## src/rtl/lock_sequencer.sv

```systemverilog
// Three-byte combination lock: synchronized push-button entry, a one-cycle compare,
// wrong-code lockout timer and in-field passcode reprogramming.
module lock_sequencer #(
  parameter logic [23:0] CODE_DEFAULT   = 24'h49_A3_07,
  parameter int          MAX_ATTEMPTS   = 3,
  parameter int          LOCKOUT_CYCLES = 50_000_000
) (
  input  logic       clk,
  input  logic       rst,
  input  logic       submit,
  input  logic [7:0] code_in,
  input  logic       prog,
  input  logic       relock,
  output logic       unlocked,
  output logic       lockout,
  output logic       programming,
  output logic [1:0] attempts_left,
  output logic [1:0] stage
);
  localparam int TW = $clog2(LOCKOUT_CYCLES);
  localparam logic [1:0]    MAX_A  = 2'(MAX_ATTEMPTS);
  localparam logic [TW-1:0] T_LOAD = TW'(LOCKOUT_CYCLES - 1);

  typedef enum logic [2:0] {ENTRY, CHECK, OPEN, PROGRAM, LOCKOUT} state_t;

  state_t        state_q, state_d;
  logic          sync1_q, sync1_d, sync2_q, sync2_d, prev_q, prev_d;
  logic [1:0]    warm_q, warm_d;
  logic          armed_q, armed_d, pulse_q, pulse_d;
  logic [1:0]    stage_q, stage_d, att_q, att_d;
  logic [23:0]   code_q, code_d, entry_q, entry_d, shadow_q, shadow_d;
  logic [TW-1:0] timer_q, timer_d;
  logic          unlocked_q, unlocked_d, lockout_q, lockout_d, prog_q, prog_d;

  // Byte index 0 is the most significant byte (entered first).
  function automatic logic [23:0] put_byte(input logic [23:0] v, input logic [1:0] idx,
                                           input logic [7:0] b);
    logic [23:0] r;
    r = v;
    case (idx)
      2'd0:    r[23:16] = b;
      2'd1:    r[15:8]  = b;
      default: r[7:0]   = b;
    endcase
    return r;
  endfunction

  always_comb begin
    sync1_d  = submit;
    sync2_d  = sync1_q;
    prev_d   = sync2_q;
    // Edges are accepted only after the synchronized level has been seen low once
    // the pipeline holds real samples, so a button held through reset stays quiet.
    warm_d   = {warm_q[0], 1'b1};
    armed_d  = armed_q | (warm_q[1] & ~sync2_q);
    pulse_d  = sync2_q & ~prev_q & armed_q;
    state_d  = state_q;
    stage_d  = stage_q;
    att_d    = att_q;
    code_d   = code_q;
    entry_d  = entry_q;
    shadow_d = shadow_q;
    timer_d  = timer_q;
    case (state_q)
      ENTRY: if (pulse_q) begin
        entry_d = put_byte(entry_q, stage_q, code_in);
        if (stage_q == 2'd2) begin
          stage_d = 2'd0;
          state_d = CHECK;
        end else stage_d = stage_q + 2'd1;
      end
      CHECK: if (entry_q == code_q) begin
        state_d = OPEN;
        att_d   = MAX_A;
      end else if (att_q > 2'd1) begin
        att_d   = att_q - 2'd1;
        state_d = ENTRY;
      end else begin
        att_d   = 2'd0;
        state_d = LOCKOUT;
        timer_d = T_LOAD;
      end
      OPEN: if (relock) state_d = ENTRY;
        else if (pulse_q && prog) begin
          state_d = PROGRAM;
          stage_d = 2'd0;
        end
      PROGRAM: if (relock) begin
        state_d = ENTRY;
        stage_d = 2'd0;
      end else if (pulse_q) begin
        shadow_d = put_byte(shadow_q, stage_q, code_in);
        if (stage_q == 2'd2) begin
          code_d  = put_byte(shadow_q, 2'd2, code_in);
          stage_d = 2'd0;
          state_d = ENTRY;
        end else stage_d = stage_q + 2'd1;
      end
      LOCKOUT: if (timer_q == '0) begin
        state_d = ENTRY;
        att_d   = MAX_A;
      end else timer_d = timer_q - TW'(1);
      default: state_d = ENTRY;
    endcase
    unlocked_d = (state_d == OPEN);
    lockout_d  = (state_d == LOCKOUT);
    prog_d     = (state_d == PROGRAM);
  end

  always_ff @(posedge clk or negedge rst) begin
    if (!rst) begin
      state_q    <= ENTRY;
      sync1_q    <= 1'b0;
      sync2_q    <= 1'b0;
      prev_q     <= 1'b0;
      warm_q     <= 2'b00;
      armed_q    <= 1'b0;
      pulse_q    <= 1'b0;
      stage_q    <= 2'd0;
      att_q      <= MAX_A;
      code_q     <= CODE_DEFAULT;
      entry_q    <= '0;
      shadow_q   <= '0;
      timer_q    <= '0;
      unlocked_q <= 1'b0;
      lockout_q  <= 1'b0;
      prog_q     <= 1'b0;
    end else begin
      state_q    <= state_d;
      sync1_q    <= sync1_d;
      sync2_q    <= sync2_d;
      prev_q     <= prev_d;
      warm_q     <= warm_d;
      armed_q    <= armed_d;
      pulse_q    <= pulse_d;
      stage_q    <= stage_d;
      att_q      <= att_d;
      code_q     <= code_d;
      entry_q    <= entry_d;
      shadow_q   <= shadow_d;
      timer_q    <= timer_d;
      unlocked_q <= unlocked_d;
      lockout_q  <= lockout_d;
      prog_q     <= prog_d;
    end
  end

  assign unlocked      = unlocked_q;
  assign lockout       = lockout_q;
  assign programming   = prog_q;
  assign attempts_left = att_q;
  assign stage         = stage_q;
endmodule

```

## config.mk

```make
export PLATFORM = sky130hd
export DESIGN_NAME = lock_sequencer
export DESIGN_NICKNAME = d
export VERILOG_FILES = /design/src/rtl/lock_sequencer.sv
export SDC_FILE = /design/constraint.sdc
export NUM_CORES = 1
export LEC_CHECK = 0
export CORE_UTILIZATION = 40
export CTS_BUF_LIST = sky130_fd_sc_hd__clkbuf_8 sky130_fd_sc_hd__clkbuf_16
export CTS_CLUSTER_SIZE = 14
export DETAILED_ROUTE_END_ITERATION = 6
export GPL_TIMING_DRIVEN = 0
export PLACE_DENSITY = 0.7
export SYNTH_ARGS = -nofsm -noshare
export SYNTH_HDL_FRONTEND = slang
export SYNTH_SLANG_ARGS = --single-unit
```

## constraint.sdc

```tcl
create_clock -name clk -period 2.24 [get_ports clk]
set_clock_uncertainty 0.1 [all_clocks]
set_input_delay 0.56 -clock clk [delete_from_list [all_inputs] [get_ports clk]]
set_output_delay 0.56 -clock clk [all_outputs]
set_load 0.01 [all_outputs]
```

### After elaboration in Yosys (flattened, before gate mapping)

Index checks and enable logic that the tools add are counted.

* add/sub/neg operators: 3
* $lt $le $gt $ge: 1
* equal/unequal tests: 16
* multiplexer cells: 25
* bitwise gates (word level): 8
* reduce and logical (&&, ||, !) cells: 16

Operators by type and width (number)
* 26-bit 2-to-1 mux: 3
* 26-bit case mux with 2 select lines: 1
* 3-bit 2-to-1 mux: 10
* 26-bit zero test: 1
* 26-bit by 1-bit subtractor with 26-bit output, second input constant: 1
* 24-bit == test: 1
* 2-bit 2-to-1 mux: 8
* 4-bit AND reduction: 4
* 3-bit case mux with 5 select lines: 1
* 3-bit by 2-bit == test with 1-bit output, second input constant: 4
* 2-bit != test, second input constant: 6
* 3-bit AND reduction: 4
* 3-bit == test, second input constant: 2
* 2-bit case mux with 3 select lines: 1
* 1-bit inverter: 4
* 2-bit case mux with 2 select lines: 1
* 1-bit AND: 3
* 3-bit by 1-bit == test with 1-bit output, second input constant: 1
* 3-bit zero test: 1
* 3-bit nonzero test: 1
* 2-bit by 1-bit adder with 2-bit output, second input constant: 1
* 2-bit by 1-bit == test with 1-bit output, second input constant: 1
* 2-bit == test, second input constant: 1
* 2-bit by 1-bit greater-than comparator with 1-bit output, second input constant: 1
* 7 further kinds: 7

* bits in registers: 107
* input port bits: 13
* logic and storage cells: 88

### Longest topological paths before layout

Gate-level depths: netlist of the first run.

* depth in word-level cells: 6
* depth in mapped cells: 8
* mapped depth without buffers: 7

### Worst setup path after synthesis of the first run

No wires, ideal clock.

* path type: register -> register
* from: register timer_q[0]
* to: register timer_q[23]
* data arrival time: 2.005 ns
* slack: 0.066 ns
* stages on the path, launching flop included: 9
* buffers on the path: 1
* path through: dfrtp_1 inv_1 ha_1 nor3b_1 and4_1 buf_4 a2111o_1 or4_1 nand3_1

* longest elaborated chain between the ends: 3
* elaborated cells on any way between the ends: 6
* those cells by class: add/sub: 1; eq/ne: 1; mux: 2; reduce/logical: 2

RTL lines
* start: declaration: RTL line 32 `logic [TW-1:0] timer_q, timer_d;`
* start signal: assignment: RTL line 141 `timer_q <= timer_d;`
* 26-bit by 1-bit subtractor with 26-bit output / 26-bit zero test (equally long branches): RTL line 102, 99
* 26-bit 2-to-1 mux / 2-bit != test (equally long branches)
* 26-bit case mux with 2 select lines / 4-bit AND reduction (equally long branches)

Parallel ways exist; a longest one is shown, timed or not. The select of a mux whose other input is x is not followed.
A chain may end at the register's enable or synchronous reset.

### Worst setup path after layout of the first run

Same ends and word-level chain as after synthesis.

==> results.py, run 1 <==
metrics = {
    "worst_setup_path": {
        "timing.critical_path.buf_inv": 1,
        "start_kind": "flop",
        "cp_data_arrival_time_ns": 2.48,
        "setup.worst_path.end_class": "flop",
        "crit_type": "flop to flop",
        "crit_slowest_cell": "or4_1",
        "path_max_fanout": 4,
        "crit_chain": "buf_4 -> nor4_2 -> nand2_2 -> a2111o_1 -> or4_1 -> nand3_1",
        "cp_data_required_time_ns": 2.43,
        "cpPeakStageDelay_ns": 0.48,
        "critical-path-top-delay-family": "simple AND/OR/NAND/NOR gates",
    },
    "timing": {
        "period_minus_slack_ns": 2.287,
        "period_share_pct": 102.1,
        "setup_viol": 3,
        "setup_ws_ns": -0.04666,
        "rsz0062_at_grt": "yes",
        "slew_viol_final": 0,
        "finalHoldViolCount": 0,
        "max_slew_margin_pct": 56.75,
        "clock.fmax_ghz": 0.4373,
        "tightest_slew_ns": 0.6488,
    },
    "clocking": {
        "clk_pin_slew_ns": 0.07,
        "cts_buffer_depth": 2,
        "cts.sink_count": 107,
        "cts_tree": "yes",
        "cts_buffers": 9,
        "cts-root-buf": "clkbuf_16",
        "clk-insertion-delay-late_ns": 0.36,
        "h-tree-depth": 3,
    },
    "synth": {
        "synth_area_per_cell_sq_um": 12.42,
        "syn-num-nets": 402,
        "synth.distinct_cells": 52,
        "synth_edf_count": 0,
        "async_flop_share_pct": 100.0,
        "syn_area_sq_um": 4818,
        "synth_ff_type": "dfrtp_1",
        "seq_area_frac_synth_pct": 55.88,
        "syn-instance-count": 388,
        "ys_ff_latch": 107,
        "ys_warn_count": 0,
    },
    "global_routing": {
        "grt_antenna_before_repair": 0,
        "grt.total_usage_pct": 16.26,
        "grt_pass1_vias": 3130,
        "grt_remaining_overflow": 0,
        "grt_pass1_wl_um": 15820,
        "grt_max_degree": 59,
    },
    "layout": {
        "stdcell_count": 573,
        "fin_nets": 439,
        "drive_gt1_share_pct": 31.40,
        "diodes": 0,
        "final_util_pct": 49.28,
        "area.growth.synth_to_final_pct": 18.28,
    },
    "routing": {
        "vias_per_cell": 5.450,
        "drtIter0Drc": 147,
        "wire_per_inst_um": 16.25,
        "drt-pass1-iter-count": 6,
        "finalWirelength_um": 9314,
        "via_count": 3123,
        "ant_nets": 0,
        "drc": 2,
    },
    "placement": {
        "place_congestion": 0.8388,
        "buffer_ports.inserted": 19,
        "dp_hpwl_um": 6202,
        "dp.cells": 551,
    },
    "pwr": {
        "power.total_mw": 6.139,
        "power.leakage_nw": 2.500,
        "p_per_area_nw_per_um2": 1077,
        "ir_drop_uv": 570.1,
    },
    "job": {
        "maxCapViolations": 0,
    },
    "die": {
        "initial_core_util_pct": 41.66,
        "rows": 39,
        "die_w_um": 111.8,
        "dieHeight_um": 111.8,
        "fp.coreArea_sq_um": 11560,
        "ioPinCount": 20,
        "die_area_sq_um": 12490,
    },
    "min_path": {
        "worstHoldPathType": "input pin to asynchronous set/reset pin",
    },
    "run_status": {
        "status": "finished with violations",
        "violations": "DRC, setup timing",
    },
}
-- where the power goes --
part	switching [mW]	internal, mW
Sequential	0.527	2.43
Combinational	0.779	0.818
Clock	0.762	0.824
Total	2.07	4.07
-- stage by stage --
| step | area [sq um] | TNS, ns | worst slack [ns] | hold slack (ns) |
|---|---|---|---|---|
| after floorplan | 4818 | 0 | 0.06577 | 0.1644 |
| after global placement | 5187 | -356.87 | -3.276 | 0.2327 |
| after detailed placement | 5213 | -24.15 | -0.5885 | 0.2347 |
| after CTS | 5582 | 0 | 0.001962 | 0.1529 |
| after global routing | 5699 | -1.501 | -0.1034 | 0.1893 |
| final | 5699 | -0.09084 | -0.04666 | 0.1402 |
-- Yosys cell counts, types with 3 or more instances --
cell	count	share of area, %
a21o_1	3	0.47
o31ai_1	3	0.47
buf_2	3	0.31
clkbuf_1	8	0.62
dfstp_2	12	6.5
nand4_1	4	0.52
mux2_2	64	15
a211oi_1	3	0.47
xor2_1	30	5.5
inv_1	5	0.39
nand3_1	9	0.93
nor3_1	6	0.62
nand2_1	20	1.6
a21oi_1	7	0.73
dfrtp_1	95	49
nor4_1	12	1.6
nor2_1	21	1.6
or3_1	7	0.91
xnor2_1	8	1.5
or4_1	9	1.4
o211ai_1	4	0.62
o21ai_0	13	1.4
nand3b_1	4	0.62
-- state kept, by name, indices dropped and copies added, names as in the netlist --
register	cells
warm_q	2
prev_d	1
state_q	3
pulse_q	1
attempts_left	2
shadow_q	16
entry_q	24
timer_q	26
lockout	1
code_q	24
sync1_q	1
stage	2
unlocked	1
programming	1
prev_q	1
armed_q	1
-- what timing repair did --
item,in CTS,in global routing
endpoints found under the setup margin,81,60
gates resized for setup,14,17
hold buffers,0,0
buffers inserted,2,5
hold endpoints to repair,0,0
pin swaps,2,6
-- cells in the final DEF (no fill, tap or decap), types with 2 or more instances in the layout --
cell,count
and3_1,2
xnor2_1,8
nand3_1,8
nor4_4,4
or2_2,2
nand4_1,4
or3_1,7
a21o_1,3
buf_2,6
nand3b_1,4
clkbuf_1,3
nor4_1,10
a211oi_1,2
o21ai_0,12
o31ai_1,3
nor3_1,4
a21oi_1,7
nand2b_1,2
a22oi_1,2
nand2_1,20
nor2_1,18
or4_1,9
dfstp_2,12
o2111ai_1,2
nor3_2,2
buf_4,9
nor2_2,3
inv_8,3
xor2_1,30
clkbuf_16,9
inv_1,4
dfrtp_1,95
o211ai_1,4
mux2_2,64
clkdlybuf4s50_1,18
nor3b_2,2
-- logic make-up after synthesis --
group,count (synthesis),share of synthesized area [%]
AO/OA/AOI/OAI,48,6.803
XOR/XNOR,38,6.907
adder cells (fa/ha/maj),1,0.2596
buffers and inverters,18,1.636
flip-flops,107,55.88
multiplexers,64,14.96
other,1,0.07783
AND/OR/NAND/NOR,111,13.48
-- final cells by class --
type / count / area, sq um
Clock buffer: 10 / 239.0
Multi-Input combinational cell: 263 / 2170
Fill cell: 1012 / 5866
Buffer: 12 / 65.06
Inverter: 5 / 18.77
Sequential cell: 107 / 2693
Timing Repair Buffer: 27 / 267.8
Tap cell: 143 / 178.9
Clock inverter: 6 / 67.56
-- final timing paths --
| kind | start | endpoint | slack [ns] | depth (start not counted) |
|---|---|---|---|---|
| hold reg to reg | sync1_q | prev_d | 0.25 | 0 |
| min in group clk | sync1_q | prev_d | 0.25 | 0 |
| hold / removal | rst | timer_q[4] | 0.14 | 1 |
| max in group asynchronous | rst | code_q[15] | 1.14 | 2 |
| setup reg to reg | timer_q[0] | timer_q[23] | -0.05 | 6 |
| setup / recovery | timer_q[0] | timer_q[23] | -0.05 | 6 |
-- routing by layer --
metal  wire length [um]  vias to the layer above  part of all wire (%)  GRT usage, %
met4                102                        0                   1.1         4.865
met2               4730                       38                    51         27.41
met1               4137                     1587                    44         20.71
li1                   -                     1486                     -             -
met5                  0                        -                     0             0
met3                343                       12                   3.7         3.974
Note: power is estimated with default switching activity, not from simulation.
==> run 2: changes to the inputs <==
CTS_CLUSTER_SIZE = not set   (was 14)
PLACE_DENSITY = not set   (was 0.7)
PLACE_DENSITY_LB_ADDON = 0.1   (was not set)
==> results.py, run 2 (synthesis results as in run 1) <==
metrics = {
    "routing": {
        "drt-pass1-iter-count": 4,
        "drtIter0Drc": 158,
        "ant_nets": 0,
        "wire_per_inst_um": 16.93,
        "via_count": 3138,
        "drc": 0,
        "finalWirelength_um": 9752,
        "vias_per_cell": 5.448,
    },
    "clocking": {
        "cts_buffer_depth": 2,
        "cts.sink_count": 107,
        "clk_pin_slew_ns": 0.08,
        "cts-root-buf": "clkbuf_16",
        "cts_hold_buffers": 0,
        "clk-insertion-delay-late_ns": 0.35,
        "cts_tree": "yes",
        "cts_buffers": 9,
        "h-tree-depth": 3,
    },
    "placement": {
        "place_congestion": 0.7745,
        "dp_hpwl_um": 6317,
        "dpl-instance-area_sq_um": 5213,
        "buffer_ports.inserted": 19,
    },
    "worst_setup_path": {
        "cpPeakStageDelay_ns": 0.43,
        "path_max_fanout": 4,
        "cp_data_arrival_time_ns": 2.33,
        "crit_slowest_cell": "a2111o_1",
        "start_kind": "flop",
        "setup.worst_path.end_class": "flop",
        "crit_type": "flop to flop",
        "cpMostUsedCell": "buf_4",
        "crit_chain": "buf_4 -> nor4_4 -> nand2_2 -> a2111o_1 -> buf_4 -> or3_1 -> nand3_1",
        "cp_data_required_time_ns": 2.42,
    },
    "layout": {
        "drive_gt1_share_pct": 32.79,
        "largest_reg_flops": 26,
        "final_common_cell": "dfrtp_1",
        "nFillCells": 1029,
        "fin_nets": 442,
        "area.growth.synth_to_final_pct": 19.89,
        "multiInputGateArea_sq_um": 2200,
        "final_cell_mix": "95 x dfrtp_1, 64 x mux2_2, 30 x xor2_1",
        "regArea_sq_um": 2693,
        "top_register": "timer_q",
        "reg_top3": "timer_q (26), code_q (24), entry_q (24)",
        "final_cell_area_sq_um": 5777,
        "diodes": 0,
    },
    "global_routing": {
        "grt_max_degree": 73,
        "grt_pass1_vias": 3201,
        "grt_remaining_overflow": 0,
        "gr-usage-met2_pct": 28.65,
        "grt_antenna_before_repair": 0,
        "grt_pass1_wl_um": 16620,
        "grt.total_usage_pct": 17.27,
        "use_met1_pct": 21.79,
        "grt-busiest-layer": "met2",
        "grt_use_met3_pct": 4.845,
    },
    "timing": {
        "setup_viol": 0,
        "tightest_slew_ns": 0.5714,
        "timing.hold.ws_ns": 0.08114,
        "period_minus_slack_ns": 2.149,
        "rsz0062_at_grt": "no",
        "slew_viol_final": 0,
        "clock.fmax_ghz": 0.4654,
        "period_share_pct": 95.92,
        "finalHoldViolCount": 0,
        "max_slew_margin_pct": 61.87,
    },
    "die": {
        "fp.coreArea_sq_um": 11560,
        "ioPinCount": 20,
        "die_w_um": 111.8,
        "dieHeight_um": 111.8,
        "die_area_sq_um": 12490,
        "rows": 39,
        "initial_core_util_pct": 41.66,
    },
    "pwr": {
        "power.leakage_nw": 2.537,
        "power.total_mw": 6.241,
        "p_per_area_nw_per_um2": 1080,
        "ir_drop_uv": 512.8,
    },
    "job": {
        "maxCapViolations": 0,
    },
    "min_path": {
        "worstHoldPathType": "input pin to asynchronous set/reset pin",
    },
    "run_status": {
        "status": "complete, no violations",
    },
}
==> run 2: timing repair <==
item                       4_1_cts  5_1_grt
pin swaps                        5        5
setup buffers                   10        1
setup endpoints to repair       82       59
resized for setup               19       19
==> run 2: worst paths after layout <==
path / startpoint / to / slack [ns] / cells after the start
worst max register to register: timer_q[1] / timer_q[21] / 0.09 / 7
worst max-delay path: timer_q[1] / timer_q[21] / 0.09 / 7
worst min-delay path: rst / stage[0] / 0.08 / 1
min in group clk: warm_q[0] / warm_q[1] / 0.24 / 0
max in group asynchronous: rst / code_q[8] / 1.20 / 2
worst min register to register: warm_q[0] / warm_q[1] / 0.24 / 0
==> run 2: per-stage QoR <==
| stage | worst slack (ns) | setup TNS, ns | utilization, % | instances |
|---|---|---|---|---|
| 6_report | 0.09128 | 0 | 49.95 | 576 |
| 5_1_grt | 0.0001210 | 0 | 49.95 | 576 |
| 4_1_cts | 0.002107 | 0 | 49.06 | 576 |
| 3_5_place_dp | -0.6258 | -26.54 | 45.07 | 551 |
| 3_3_place_gp | -3.551 | -387.13 | 44.86 | 550 |
| 2_1_floorplan | 0.06577 | 0 | - | 388 |
==> run 2: layout make-up <==
| class | instances | area share [%] |
|---|---|---|
| flip-flops and latches | 107 | 46.61 |
| multi-input cells | 263 | 38.08 |
| repair buffers | 31 | 5.371 |
| clock buffers | 9 | 3.899 |
| well taps | 143 | 3.097 |
| clock inverters | 7 | 1.516 |
| plain buffers | 11 | 1.105 |
| inverters | 5 | 0.3249 |
==> run 2: critical path: cells and delay by family (launching register included) <==
family                 cells  cell delay (ns)
AND/OR/NAND/NOR            4             0.86
AO/OA/AOI/OAI              1             0.43
flip-flops                 1             0.38
buffers and inverters      2             0.32
==> run 2: routing by layer <==
layer | part of all wire (%) | vias to the layer above
li1 | - | 1490
met1 | 45 | 1599
met2 | 50 | 37
met3 | 3.4 | 12
met4 | 1.5 | 0
met5 | 0 | -
==> run 2: power by group <==
| part | internal [mW] | switching [mW] | total [mW] |
|---|---|---|---|
| logic | 0.853 | 0.798 | 1.65 |
| clock network | 0.888 | 0.748 | 1.64 |
| registers | 2.43 | 0.525 | 2.95 |
| total | 4.17 | 2.07 | 6.24 |
